**src/rtl/vga_pkg.sv**
```systemverilog
// Shared constants, FSM state type and burst sizing helper for the VGA line fetcher.
package vga_pkg;

  localparam logic [2:0] AXI_SIZE_16B   = 3'b100;
  localparam logic [1:0] AXI_BURST_INCR = 2'b01;
  localparam int unsigned PAGE_BYTES    = 4096;

  typedef enum logic [1:0] {
    IDLE  = 2'd0,
    ISSUE = 2'd1,
    DRAIN = 2'd2
  } fetch_cs_t;

  // Beats for the next burst: bounded by the 4 KB page edge, the beats left and max_beats.
  function automatic logic [8:0] burst_len(input logic [11:0]   addr_lo,
                                           input logic [9:0]    remaining,
                                           input int unsigned   max_beats);
    logic [12:0] page_bytes;
    logic [9:0]  len;
    page_bytes = 13'(PAGE_BYTES) - {1'b0, addr_lo};
    len        = {1'b0, page_bytes[12:4]};
    if (remaining < len) len = remaining;
    if (10'(max_beats) < len) len = 10'(max_beats);
    return len[8:0];
  endfunction

endpackage

```
**src/rtl/vga_line_fetch.sv**
```systemverilog
// Memory-clock AXI4 read-address generator and beat tracker feeding the pixel FIFO.
module vga_line_fetch
  import vga_pkg::*;
#(
  parameter int unsigned ADDR_W    = 27,
  parameter int unsigned DATA_W    = 128,
  parameter int unsigned MAX_BURST = 256,
  parameter int unsigned AXI_ID    = 0
) (
  input  logic              mem_clk,
  input  logic              mem_reset,
  input  logic              req_valid,
  output logic              req_ready,
  input  logic [ADDR_W-1:0] req_addr,
  input  logic [9:0]        req_words,
  output logic [3:0]        mem_arid,
  output logic [ADDR_W-1:0] mem_araddr,
  output logic [7:0]        mem_arlen,
  output logic [2:0]        mem_arsize,
  output logic [1:0]        mem_arburst,
  output logic              mem_arlock,
  output logic              mem_arvalid,
  input  logic              mem_arready,
  input  logic              mem_rvalid,
  input  logic [DATA_W-1:0] mem_rdata,
  input  logic [1:0]        mem_rresp,
  input  logic              mem_rlast,
  output logic              mem_rready,
  output logic              fifo_wr_en,
  output logic [DATA_W-1:0] fifo_din,
  input  logic              fifo_full,
  output logic              line_done,
  output logic              line_err
);

  fetch_cs_t         state, state_nxt;
  logic [ADDR_W-1:0] cur_addr;
  logic [9:0]        remaining;
  logic [9:0]        expected;
  logic [9:0]        beats_rcvd;
  logic [9:0]        beats_nxt;
  logic [8:0]        ar_beats;
  logic [ADDR_W-1:0] ar_step;
  logic              ar_fire;
  logic              count_en;
  logic              unused_ok;

  assign mem_arid    = 4'(AXI_ID);
  assign mem_arsize  = AXI_SIZE_16B;
  assign mem_arburst = AXI_BURST_INCR;
  assign mem_arlock  = 1'b0;

  assign req_ready  = (state == IDLE);
  assign mem_rready = ~fifo_full;
  assign fifo_wr_en = mem_rvalid & mem_rready;
  assign fifo_din   = mem_rdata;

  // Address advance reuses the registered arlen so it always matches the burst just accepted.
  assign ar_fire   = mem_arvalid & mem_arready;
  assign ar_beats  = {1'b0, mem_arlen} + 9'd1;
  assign ar_step   = ADDR_W'({ar_beats, 4'b0000});
  assign count_en  = (state != IDLE) && fifo_wr_en;
  assign beats_nxt = beats_rcvd + {9'd0, count_en};

  assign unused_ok = ^{mem_rlast, req_addr[3:0]};

  always_ff @(posedge mem_clk or negedge mem_reset) begin
    if (!mem_reset) state <= IDLE;
    else            state <= state_nxt;
  end

  always_comb begin
    state_nxt = state;
    case (state)
      IDLE:    if (req_valid && (req_words != '0)) state_nxt = ISSUE;
      ISSUE:   if (ar_fire && (remaining == {1'b0, ar_beats})) state_nxt = DRAIN;
      DRAIN:   if (beats_nxt == expected) state_nxt = IDLE;
      default: state_nxt = IDLE;
    endcase
  end

  always_ff @(posedge mem_clk or negedge mem_reset) begin
    if (!mem_reset) begin
      cur_addr    <= '0;
      remaining   <= '0;
      expected    <= '0;
      beats_rcvd  <= '0;
      mem_araddr  <= '0;
      mem_arlen   <= '0;
      mem_arvalid <= 1'b0;
      line_done   <= 1'b0;
      line_err    <= 1'b0;
    end else begin
      line_done <= 1'b0;
      case (state)
        IDLE: begin
          if (req_valid) begin
            cur_addr   <= {req_addr[ADDR_W-1:4], 4'b0000};
            remaining  <= req_words;
            expected   <= req_words;
            beats_rcvd <= '0;
            line_err   <= 1'b0;
            line_done  <= (req_words == '0);
          end
        end
        ISSUE: begin
          // arvalid low marks a fresh burst to size; it stays low one cycle after each handshake.
          if (!mem_arvalid) begin
            mem_araddr  <= cur_addr;
            mem_arlen   <= 8'(burst_len(cur_addr[11:0], remaining, MAX_BURST) - 9'd1);
            mem_arvalid <= 1'b1;
          end else if (mem_arready) begin
            mem_arvalid <= 1'b0;
            cur_addr    <= cur_addr + ar_step;
            remaining   <= remaining - {1'b0, ar_beats};
          end
        end
        DRAIN: begin
          if (beats_nxt == expected) line_done <= 1'b1;
        end
        default: ;
      endcase
      if (count_en) begin
        beats_rcvd <= beats_nxt;
        if (mem_rresp != 2'b00) line_err <= 1'b1;
      end
    end
  end

endmodule

```
**config.mk**
```make
export PLATFORM = sky130hd
export DESIGN_NAME = vga_line_fetch
export DESIGN_NICKNAME = d
export VERILOG_FILES = /design/src/rtl/vga_pkg.sv /design/src/rtl/vga_line_fetch.sv
export SDC_FILE = /design/constraint.sdc
export NUM_CORES = 1
export LEC_CHECK = 0
export CAP_MARGIN = 20
export CELL_PAD_IN_SITES_DETAIL_PLACEMENT = 0
export CELL_PAD_IN_SITES_GLOBAL_PLACEMENT = 1
export CORE_MARGIN = 2
export CORE_UTILIZATION = 29
export DETAILED_ROUTE_END_ITERATION = 7
export PLACE_DENSITY_LB_ADDON = 0.08
export SLEW_MARGIN = 20
export SYNTH_ARGS = -nofsm -noshare
export SYNTH_HDL_FRONTEND = slang
export SYNTH_SLANG_ARGS = --single-unit
export TNS_END_PERCENT = 50
```
**constraint.sdc**
```tcl
create_clock -name mem_clk -period 4.2 [get_ports mem_clk]
set_input_delay 1.05 -clock mem_clk [delete_from_list [all_inputs] [get_ports mem_clk]]
set_output_delay 1.05 -clock mem_clk [all_outputs]
set_load 0.01 [all_outputs]
```
* Yosys cells after proc, flatten, opt, wreduce, memory -nomap -nowiden
Cells that the tools add are included.
Storage, ports and cells: register bits after elaboration 97, output and inout port bits 179, logic and storage cells 78
Operators by class: $add $sub $neg 6, order comparisons 2, eq/ne operators 10, mux-type cells 30, bitwise operators 4, reductions and logical operators 16
Operator list (count):
- $mux W10 | 9
- $mux W27 | 3
- $pmux W27 S2 | 1
- $add A27 B13 Y27 | 1
- $mux W8 | 3
- $pmux W10 S2 | 1
- $sub A13 B12 Y13 const A | 1
- $add A10 B1 Y10 | 1
- $eq A10 B10 Y1 | 1
- $eq A10 B9 Y1 | 1
- $logic_not A10 Y1 | 1
- $lt A10 B9 Y1 | 1
- $lt A9 B10 Y1 const A | 1
- $ne A2 B2 Y1 const B | 5
- $reduce_bool A10 Y1 | 1
- $reduce_bool A2 Y1 | 5
- $sub A10 B9 Y10 | 1
- $add A8 B1 Y9 const B | 1
- $mux W1 | 8
- $sub A8 B1 Y8 const B | 1
- $mux W2 | 3
- $pmux W2 S3 | 1
- $reduce_and A2 Y1 | 3
- $reduce_and A4 Y1 | 1
- 9 further kinds | 13

* Depth between registers and ports, before layout
word-level depth 10, depth in mapped cells 18

* Worst setup path before layout
No wires, ideal clock.
path type register to register, from register cur_addr[5], to register mem_arlen[4], setup time 0.067 ns, data arrival time 3.731 ns, required time 4.133 ns, path slack 0.402 ns, stages on the path, launching flop included 18, path buffers 2, path through dfrtp_1 clkbuf_1 inv_1 ha_1 nor3b_2 xnor2_1 inv_1 ha_1 o211a_1 a221oi_2 o21ai_4 clkbuf_1 mux2i_1 or2_1 ha_1 a221oi_1 o221ai_1 nand2_1
Between the ends: cells in the longest elaborated chain, start to end 10
RTL lines:
- from (decl) | RTL line vga_line_fetch.sv:37 | logic [ADDR_W-1:0] cur_addr;
- from (signal assigned) | RTL line vga_line_fetch.sv:98 | cur_addr <= {req_addr[ADDR_W-1:4], 4'b0000};
- from (signal assigned) | RTL line vga_line_fetch.sv:114 | cur_addr <= cur_addr + ar_step;
- $sub A13 B12 Y13 (*) | RTL line vga_pkg.sv:20 | page_bytes = 13'(PAGE_BYTES) - {1'b0, addr_lo};
- $lt A10 B9 Y1 | RTL line vga_pkg.sv:22 | if (remaining < len) len = remaining;
- $mux W10 (*) | RTL line vga_pkg.sv:22
- $mux W10 (*) | RTL line vga_line_fetch.sv:108 | if (!mem_arvalid) begin
- $mux W10 (*) | RTL line vga_line_fetch.sv:95 | case (state)
- $lt A9 B10 Y1 | RTL line vga_pkg.sv:23 | if (10'(max_beats) < len) len = 10'(max_beats);
- $mux W8 (*) | RTL line vga_pkg.sv:23
- $mux W8 (*) | RTL line vga_line_fetch.sv:108
- $mux W8 (*) | RTL line vga_line_fetch.sv:95
- $sub A8 B1 Y8 (*) | RTL line vga_line_fetch.sv:110 | mem_arlen <= 8'(burst_len(cur_addr[11:0], remaining, MAX_BURST) - 9'd1);
- to (signal assigned) | RTL line vga_line_fetch.sv:110
- to (decl) | RTL line vga_line_fetch.sv:18 | output logic [7:0] mem_arlen,
Mark *: on every way between the ends. The rest lies on a longest branch, timed or not. The select of a mux whose other input is x is not followed. A chain may end at the register's enable or synchronous reset.

* Worst setup path after layout
from register cur_addr[4], to register mem_arlen[4]
The elaborated chain is that of the path after synthesis.

==> flow_metrics.py <==
metrics = {
    "power": {
        "ir_drop_uv": 271,
        "power_switching_w": 0.00294,
        "power_density_mw_per_mm2": 880,
        "pwr-share-seq": 0.254,
        "p_clk_frac": 0.133,
        "power_w": 0.00653,
        "internal_power_w": 0.00359,
        "leakage_nw": 3.23,
        "swShare": 0.450,
        "combPwrFrac": 0.614,
    },
    "routing": {
        "routed-via-count": 5231,
        "finalWirelength_um": 20300,
        "drc": 0,
        "drt_iter0_markers": 250,
        "wl_per_cell_um": 18.9,
        "vias_per_cell": 4.86,
        "postRouteAntennaNets": 0,
        "first_pass_iters": 4,
    },
    "placement": {
        "placed_cells": 1061,
        "gp_congestion": 0.795,
        "place_area_sq_mm": 0.00711,
        "io_buffers": 77,
        "hpwlAfterDp_um": 15500,
    },
    "timing": {
        "hold_ws_ps": 484,
        "rsz0062_at_grt": "no",
        "fmax_mhz": 254,
        "finalHoldViolCount": 0,
        "setup_tns_ps": 0,
        "setup_viol": 0,
        "skew_ps": 8.71,
        "fin_crit_sh": 0.938,
        "maxSlewViolCount": 0,
        "slew_headroom": 0.405,
        "min_period_ps": 3940,
        "tightest_slew_ps": 892,
    },
    "status": {
        "status": "finished clean",
    },
    "setup_path": {
        "r2r_start": "cur_addr[4]$_DFFE_PN0P_",
        "rrSetupSlack_ps": 260,
        "required_ps": 4480,
        "cp_data_arrival_time_ps": 4220,
        "reg2reg_to": "mem_arlen[4]$_DFFE_PN0P_",
        "startpoint_type": "flop",
        "path_class": "flop to flop",
        "path_max_fanout": 10,
        "r2r_cells": 14,
        "end_kind": "flop",
    },
    "cells_and_area": {
        "drive_gt1_frac": 0.109,
        "final_nets": 962,
        "fill_cells": 2502,
        "regArea_sq_mm": 0.00223,
        "fin_cells": 1077,
        "multi_input_area_sq_mm": 0.00346,
        "syn_to_final_growth_pct": 7.87,
        "diodes": 0,
        "final_area_sq_mm": 0.00743,
    },
    "grt": {
        "gr-usage-all-layers": 0.165,
        "use_met1": 0.207,
        "grt_overflow": 0,
        "grt_max_degree": 66,
        "use_met3": 0.0255,
        "grt.met2_usage": 0.279,
        "antenna_found_initial": 0,
        "grt_pass1_vias": 5328,
        "grt_first_pass_wirelength_um": 31100,
        "grt_busiest_layer": "met2",
    },
    "die": {
        "start_util": 0.294,
        "coreArea_sq_mm": 0.0234,
        "ioPinCount": 353,
        "die_h_um": 158,
        "die-area_sq_mm": 0.0250,
        "rows": 56,
        "die_w_um": 158,
    },
    "synthesis": {
        "synth_area_leaders": "dfrtp_1 (32%), buf_4 (15%), ha_1 (6.0%)",
        "synth.most_common_cell": "buf_4",
        "synth.top_cell.area_share": 0.324,
        "synthTopCellsByCount": "buf_4 (142), nand2_1 (94), dfrtp_1 (89), nor2_1 (65), a21oi_1 (49)",
        "synth_seq_area_share": 0.324,
        "synthFlopType": "dfrtp_1",
        "synthArstFlopShare": 1.00,
        "synth.distinct_cells": 69,
        "synth_edf_count": 0,
        "synthCells": 798,
        "ys_warn_count": 0,
        "postSynthAreaPerCell_sq_um": 8.63,
        "synth_top_area_cell": "dfrtp_1",
        "synth-seq-cells": 89,
        "syn_area_sq_mm": 0.00688,
    },
    "hold_path": {
        "hold_end": "line_err$_DFF_PN0_",
        "min_from": "line_err$_DFF_PN0_",
        "hold_path_depth": 2,
        "min_path_type": "flop to flop",
    },
    "clock_tree": {
        "numCtsBuffers": 9,
        "insertion_delay_ps": 350,
        "cts_max_level": 3,
        "clk_pin_slew_ps": 70,
        "cts-root-buf": "clkbuf_16",
        "postCtsSetupBuffers": 0,
        "cts_buffer_depth": 2,
        "cts_tree": "done",
        "cts.sinks": 89,
    },
    "job": {
        "drv_cap": 0,
    },
}
## cell families after synthesis
| family | share of synthesized area |
|---|---|
| muxes | 0.0543 |
| other | 0.00109 |
| buffers and inverters | 0.183 |
| and+or+nand+nor | 0.170 |
| xor gates and xnor gates | 0.0560 |
| adders and majority gates | 0.0658 |
| AOI/OAI and AO/OA | 0.146 |
| DFF | 0.324 |
## worst max path at each step
stage | cells past startpoint | endpoint | slack [ps] | from
2_1_floorplan | 17 | mem_arlen[4]$_DFFE_PN0P_ | 400 | cur_addr[5]$_DFFE_PN0P_
3_3_place_gp | 14 | mem_arlen[4]$_DFFE_PN0P_ | 260 | cur_addr[4]$_DFFE_PN0P_
3_5_place_dp | 14 | mem_arlen[4]$_DFFE_PN0P_ | 200 | cur_addr[4]$_DFFE_PN0P_
4_1_cts | 14 | mem_arlen[4]$_DFFE_PN0P_ | 180 | cur_addr[4]$_DFFE_PN0P_
5_1_grt | 17 | mem_arlen[4]$_DFFE_PN0P_ | 30 | cur_addr[4]$_DFFE_PN0P_
6_report | 14 | mem_arlen[4]$_DFFE_PN0P_ | 260 | cur_addr[4]$_DFFE_PN0P_
## per-layer routing
layer  vias to the layer above  share of wire
met4                         0          0.030
met1                      2506           0.44
met3                        70          0.048
met5                         -              0
li1                       2495              -
met2                       160           0.49
## power groups by stage
stage	Clock, W	Sequential, W	Combinational [W]
2_1_floorplan	0	0.00159	0.00293
3_3_place_gp	0	0.00167	0.00401
3_5_place_dp	0	0.00167	0.00404
4_1_cts	0.000896	0.00166	0.00406
5_1_grt	0.000923	0.00173	0.00452
6_report	0.000866	0.00166	0.00401
## registers in the layout, summed over array words and instances, names as in the netlist
signal / cells
line_err: 1
cur_addr: 23
mem_araddr: 23
expected: 10
mem_arvalid: 1
mem_arlen: 8
remaining: 10
state: 2
line_done: 1
beats_rcvd: 10
## worst max-delay path, stage by stage, from the launching register on
cell and delay (ps):
dfrtp_1 500, or4_4 610, nor4_2 180, xor2_1 300
ha_1 310, a21o_1 180, a211oi_2 300, o21ai_4 150
buf_4 210, mux2i_1 120, or2_1 220, ha_1 210
a221oi_1 290, o221ai_1 190, nand2_1 110
## what timing repair did
action / 4_1_cts / 5_1_grt
hold endpoints to repair: 0 / 0
hold buffers: 0 / 0
setup endpoints to repair: 0 / 1
resized for setup: 0 / 2
## stage by stage
| step | utilization | worst slack, ps |
|---|---|---|
| global route | 0.317 | 26.5 |
| CTS | 0.317 | 178 |
| global placement | 0.304 | 261 |
| floorplan | - | 402 |
| finish | 0.317 | 261 |
| detailed placement | 0.304 | 200 |
## layout by cell type (no fill, tap or decap), types with 4 or more instances in the layout
cell,instances
nand2_1,94
dfrtp_1,89
clkdlybuf4s50_1,76
nor2_1,64
a21oi_1,49
o21ai_0,34
ha_1,33
xnor2_1,30
mux2_2,25
inv_1,25
buf_4,23
nand3_1,18
conb_1,14
xor2_1,13
a31oi_1,10
and3_1,9
nand2b_1,9
clkbuf_16,9
nor4_1,8
a21o_1,8
mux2i_1,7
nor3_1,5
a211oi_1,5
nor2b_1,5
o21ai_1,5
and2_1,5
o22a_1,5
or3_1,4
o21a_1,4
o21bai_1,4
## final cells by class
| type | instances | share of cell area |
|---|---|---|
| clock buffer | 12 | 0.0332 |
| clock inverter | 4 | 0.00792 |
| inverter | 26 | 0.0131 |
| multi-input combinational | 528 | 0.466 |
| sequential | 89 | 0.300 |
| tap | 319 | 0.0537 |
| timing repair buffer | 99 | 0.126 |
Power figures use the tool's default switching activity.
